File: src/rtl/uart_pkg.sv
// Shared UART definitions: receiver state encoding and parity-mode constants
// used by both the receiver and the transmitter.
package uart_pkg;

  typedef enum logic [2:0] {
    IDLE,
    START,
    DATA,
    PAR,
    STOP
  } uart_rx_state_t;

  localparam int unsigned UART_PARITY_EVEN = 0;
  localparam int unsigned UART_PARITY_ODD  = 1;

endpackage

File: src/rtl/uart_sync2.sv
// Two-flop synchroniser for the asynchronous serial line; resets to the idle
// (high) level so a reset never looks like a start bit.
module uart_sync2 (
  input  logic clk,
  input  logic reset,
  input  logic d,
  output logic q
);

  logic meta;

  always_ff @(posedge clk or negedge reset) begin
    if (!reset) begin
      meta <= 1'b1;
      q    <= 1'b1;
    end else begin
      meta <= d;
      q    <= meta;
    end
  end

endmodule

File: src/rtl/uart_receiver.sv
// UART receive stage: oversampled start/data/parity/stop recovery, LSB first.
// Define UART_RX_SYNC_EN to pass rx through a two-flop synchroniser first.
module uart_receiver
  import uart_pkg::*;
#(
  parameter int unsigned DATA_BITS  = 8,
  parameter int unsigned SB_TICKS   = 1,
  parameter int unsigned IS_PARITY  = 0,
  parameter int unsigned PARITY     = 0,
  parameter int unsigned OVERSAMPLE = 16
) (
  input  logic                 clk,
  input  logic                 reset,
  input  logic                 s_tick,
  input  logic                 rx,
  output logic [DATA_BITS-1:0] rx_dout,
  output logic                 rx_done,
  output logic                 parity_err,
  output logic                 frame_err,
  output logic                 rx_busy
);

  localparam int unsigned S_W = $clog2(OVERSAMPLE);
  localparam int unsigned N_W = $clog2(DATA_BITS + 1);

  localparam logic [S_W-1:0] S_MID  = S_W'(OVERSAMPLE / 2 - 1);
  localparam logic [S_W-1:0] S_LAST = S_W'(OVERSAMPLE - 1);
  localparam logic [N_W-1:0] N_DATA = N_W'(DATA_BITS);
  localparam logic [N_W-1:0] N_STOP = N_W'(SB_TICKS);
  localparam logic           PAR_REF = (PARITY == UART_PARITY_EVEN) ? 1'b0 : 1'b1;
  localparam logic           HAS_PAR = (IS_PARITY != 0);

  logic rx_s;

`ifdef UART_RX_SYNC_EN
  uart_sync2 u_sync (
    .clk   (clk),
    .reset (reset),
    .d     (rx),
    .q     (rx_s)
  );
`else
  assign rx_s = rx;
`endif

  uart_rx_state_t       state_q, state_d;
  logic [S_W-1:0]       s_q, s_d;
  logic [N_W-1:0]       n_q, n_d, n_inc;
  logic [DATA_BITS-1:0] sh_q, sh_d;
  logic                 pe_q, pe_d;
  logic                 fe_q, fe_d, fe_acc;
  logic [DATA_BITS-1:0] dout_q, dout_d;
  logic                 perr_q, perr_d;
  logic                 ferr_q, ferr_d;
  logic                 done_q, done_d;

  always_ff @(posedge clk or negedge reset) begin
    if (!reset) begin
      state_q <= IDLE;
      s_q     <= '0;
      n_q     <= '0;
      sh_q    <= '0;
      pe_q    <= 1'b0;
      fe_q    <= 1'b0;
      dout_q  <= '0;
      perr_q  <= 1'b0;
      ferr_q  <= 1'b0;
      done_q  <= 1'b0;
    end else begin
      state_q <= state_d;
      s_q     <= s_d;
      n_q     <= n_d;
      sh_q    <= sh_d;
      pe_q    <= pe_d;
      fe_q    <= fe_d;
      dout_q  <= dout_d;
      perr_q  <= perr_d;
      ferr_q  <= ferr_d;
      done_q  <= done_d;
    end
  end

  // n counts data bits in DATA and stop samples in STOP; it is cleared on each hand-off.
  always_comb begin
    state_d = state_q;
    s_d     = s_q;
    n_d     = n_q;
    sh_d    = sh_q;
    pe_d    = pe_q;
    fe_d    = fe_q;
    dout_d  = dout_q;
    perr_d  = perr_q;
    ferr_d  = ferr_q;
    done_d  = 1'b0;
    n_inc   = n_q + N_W'(1);
    fe_acc  = fe_q | ~rx_s;

    case (state_q)
      IDLE: begin
        if (!rx_s) begin
          state_d = START;
          s_d     = '0;
        end
      end

      START: begin
        if (s_tick) begin
          if (s_q == S_MID) begin
            s_d = '0;
            if (!rx_s) begin
              state_d = DATA;
              n_d     = '0;
              pe_d    = 1'b0;
              fe_d    = 1'b0;
            end else begin
              state_d = IDLE;
            end
          end else begin
            s_d = s_q + S_W'(1);
          end
        end
      end

      DATA: begin
        if (s_tick) begin
          if (s_q == S_LAST) begin
            s_d  = '0;
            sh_d = {rx_s, sh_q[DATA_BITS-1:1]};
            n_d  = n_inc;
            if (n_inc == N_DATA) begin
              n_d     = '0;
              state_d = HAS_PAR ? PAR : STOP;
            end
          end else begin
            s_d = s_q + S_W'(1);
          end
        end
      end

      PAR: begin
        if (s_tick) begin
          if (s_q == S_LAST) begin
            s_d     = '0;
            pe_d    = ((^sh_q) ^ rx_s) != PAR_REF;
            state_d = STOP;
          end else begin
            s_d = s_q + S_W'(1);
          end
        end
      end

      STOP: begin
        if (s_tick) begin
          if (s_q == S_LAST) begin
            s_d  = '0;
            fe_d = fe_acc;
            n_d  = n_inc;
            if (n_inc == N_STOP) begin
              n_d     = '0;
              dout_d  = sh_q;
              perr_d  = HAS_PAR ? pe_q : 1'b0;
              ferr_d  = fe_acc;
              done_d  = 1'b1;
              state_d = IDLE;
            end
          end else begin
            s_d = s_q + S_W'(1);
          end
        end
      end

      default: state_d = IDLE;
    endcase
  end

  assign rx_dout    = dout_q;
  assign rx_done    = done_q;
  assign parity_err = perr_q;
  assign frame_err  = ferr_q;
  assign rx_busy    = (state_q != IDLE);

endmodule

File: config.mk
export PLATFORM = sky130hd
export DESIGN_NAME = uart_receiver
export DESIGN_NICKNAME = d
export VERILOG_FILES = /design/src/rtl/uart_pkg.sv /design/src/rtl/uart_sync2.sv /design/src/rtl/uart_receiver.sv
export SDC_FILE = /design/constraint.sdc
export NUM_CORES = 1
export LEC_CHECK = 0
export ABC_CLOCK_PERIOD_IN_PS = 2500
export CAP_MARGIN = 10
export CORE_MARGIN = 5
export CORE_UTILIZATION = 50
export CTS_CLUSTER_DIAMETER = 60
export DETAILED_ROUTE_END_ITERATION = 10
export GPL_TIMING_DRIVEN = 0
export PLACE_DENSITY = 0.71
export SLEW_MARGIN = 20
export SYNTH_ARGS = -nofsm -noshare
export SYNTH_HDL_FRONTEND = slang
export SYNTH_SLANG_ARGS = --single-unit
File: constraint.sdc
create_clock -name clk -period 2.5 [get_ports clk]
set_input_delay 0.375 -clock clk [delete_from_list [all_inputs] [get_ports clk]]
set_output_delay 0.375 -clock clk [all_outputs]
set_load 0.02 [all_outputs]
==> flow_metrics.py <==
metrics = {
    "placed_design": {
        "dp_cells": 207,
        "port_buffers": 14,
        "gp_congestion": 0.823,
        "dp_hpwl_um": 2250,
        "dpl_worst_slack_ps": 222,
    },
    "worst_hold_path": {
        "holdCritPathClass": "input port to asynchronous set/reset pin",
    },
    "route": {
        "drtIter0Drc": 47,
        "vias": 1133,
        "wl_per_cell_um": 14.0,
        "drtAntennaViolNets": 0,
        "drt_pre_antenna_iters": 4,
        "drc": 0,
        "detail_route.vias_per_cell": 5.27,
        "routed_wl_um": 3000,
    },
    "sta": {
        "period_share": 0.904,
        "drv_slew": 0,
        "fmax_ghz": 0.442,
        "finalSetupTns_ps": 0,
        "setup_viol": 0,
        "rsz0062_at_grt": "false",
        "fin_ws_ps": 239,
        "period_needed_ps": 2260,
        "finalHoldViolations": 0,
        "whs_ps": 56.8,
        "tightest_slew_ps": 650,
        "slew_headroom": 0.567,
        "skew_ps": 3.19,
    },
    "clock_network": {
        "path_clk_slew_ps": 90,
        "ctsLongestPathBuffers": 2,
        "cts_resized": 0,
        "insertion_delay_ps": 330,
        "cts_tree": "built",
        "cts_sinks": 30,
        "cts_setup_buffers": 0,
        "cts_buffers": 5,
        "cts_root_buf": "clkbuf_4",
        "htree_levels": 2,
        "cts_hold_buf": 0,
    },
    "setup_path": {
        "crit_path_max_fanout": 10,
        "path_class": "register to output port",
        "cp-end-kind": "output port",
        "cpLargestDelayFamily": "buffers and inverters",
        "worst-path-buf-inv": 2,
        "cp.required_ps": 2120,
        "critPathLaunchType": "register",
        "cp.arrival_ps": 1890,
        "worstPathCellList": "buf_4 > or3_1 > clkdlybuf4s50_1",
        "crit_path_top_delay_cell": "clkdlybuf4s50_1",
        "max_stage_delay_ps": 550,
    },
    "yosys": {
        "ys_seq_elements": 30,
        "yosysWarningCount": 0,
        "synthCells": 149,
        "synth-main-ff-cell": "dfrtp_1",
        "synth_top_area_frac": 0.460,
        "synth_edf_count": 0,
        "syn_avg_cell_area_um2": 10.9,
        "synthMostInstantiatedCell": "dfrtp_1",
        "yosys-top-cells-area": "dfrtp_1, mux2_4, mux2_2, nand2_1, ha_1",
        "synth_nets": 157,
        "netlist.top_cell.by_area": "dfrtp_1",
        "synth_commonest_cells": "dfrtp_1, nand2_1, mux2_4",
        "syn_area_um2": 1630,
        "synth_seq_area_share": 0.460,
        "synth.distinct_cells": 39,
        "ys_async_sr_fraction": 1.00,
    },
    "global_routing": {
        "grt_max_degree": 31,
        "grt_pass1_vias": 1134,
        "grtUsageTotal": 0.155,
        "antenna_found_initial": 0,
        "overflow": 0,
        "grt_pass1_wl_um": 5180,
    },
    "finish": {
        "register_area_um2": 751,
        "n_antenna_cell": 0,
        "fill_cells": 293,
        "drive_gt1_frac": 0.228,
        "nets": 178,
        "multi_input_area_um2": 801,
        "utilization": 0.607,
        "stdcell_count": 215,
        "area_growth_pct": 15.6,
    },
    "floorplan": {
        "rows": 20,
        "start_util": 0.525,
        "dieArea_um2": 4500,
        "coreArea_um2": 3100,
        "pin_count": 16,
        "die_h_um": 67.1,
        "die_x_um": 67.1,
    },
    "pwr": {
        "max-vdd-ir-drop_v": 0.000305,
        "p_leak_nw": 0.872,
        "cellPowerDensity_nw_per_um2": 640,
    },
    "status": {
        "status": "complete, no violations",
    },
    "run": {
        "maxCapViolCount": 0,
    },
}
## power by group
part / total, W / internal (W) / switching (W) / leakage [nW]
clock: 0.000305 / 0.000135 / 0.000170 / 0.0343
sequential: 0.000571 / 0.000528 / 0.0000435 / 0.405
combinational: 0.000329 / 0.000140 / 0.000189 / 0.432
total: 0.00121 / 0.000803 / 0.000403 / 0.872
## registers in the layout, summed over array words and instances, names as in the netlist
| register | flops |
|---|---|
| sh_q | 8 |
| fe_q | 1 |
| state_q | 3 |
| s_q | 4 |
| rx_done | 1 |
| n_q | 4 |
| rx_dout | 8 |
| frame_err | 1 |
## metrics by stage
| step | total power, W | instance area, um2 |
|---|---|---|
| floorplan | 0.000825 | 1630 |
| global placement | 0.000894 | 1830 |
| detailed placement | 0.000911 | 1820 |
| CTS | 0.00122 | 1880 |
| global route | 0.00130 | 1880 |
| finish | 0.00121 | 1880 |
## final cells by class
class,instances,area share
inverter,5,0.00996
timing repair buffer,14,0.0717
tap,44,0.0292
buffer,8,0.0319
clock buffer,6,0.0272
sequential,30,0.398
clock inverter,2,0.00664
multi-input combinational,106,0.425
## worst paths after layout
kind | slack (ps) | to | depth (start not counted) | start
hold / removal | 60 | s_q[2] | 1 | reset
min in group clk | 510 | rx_dout[6] | 1 | rx_dout[6]
max in group asynchronous | 2020 | n_q[3] | 1 | reset
hold reg to reg | 510 | rx_dout[6] | 1 | rx_dout[6]
setup reg to reg | 560 | state_q[1] | 6 | n_q[0]
setup / recovery | 240 | rx_busy | 3 | state_q[2]
## cell families after synthesis
group	count (synthesis)	share of synthesized area
adders and majority gates	4	0.0307
and+or+nand+nor	42	0.137
DFF	30	0.460
muxes	18	0.144
buffers and inverters	13	0.0483
xor gates and xnor gates	6	0.0322
other	1	0.00230
AOI/OAI and AO/OA	35	0.145
## routing by layer
| layer | part of all wire | vias to the layer above | track usage |
|---|---|---|---|
| li1 | - | 564 | - |
| met1 | 0.48 | 553 | 0.181 |
| met2 | 0.48 | 12 | 0.265 |
| met3 | 0.033 | 4 | 0.0506 |
| met4 | 0.011 | 0 | 0.0532 |
| met5 | 0 | - | 0 |
## placed cells by master, fill, tap and decap left out, types with 4 or more instances in the layout
| cell | instances |
|---|---|
| a31oi_1 | 4 |
| mux2_4 | 9 |
| buf_2 | 4 |
| inv_1 | 5 |
| a21o_1 | 4 |
| mux2_2 | 8 |
| o21ai_0 | 7 |
| nand2_1 | 15 |
| clkdlybuf4s50_1 | 13 |
| clkbuf_4 | 5 |
| ha_1 | 4 |
| a21oi_1 | 8 |
| dfrtp_1 | 30 |
| xnor2_1 | 4 |
| nand2b_1 | 8 |
Note: power is estimated with default switching activity, not from simulation.
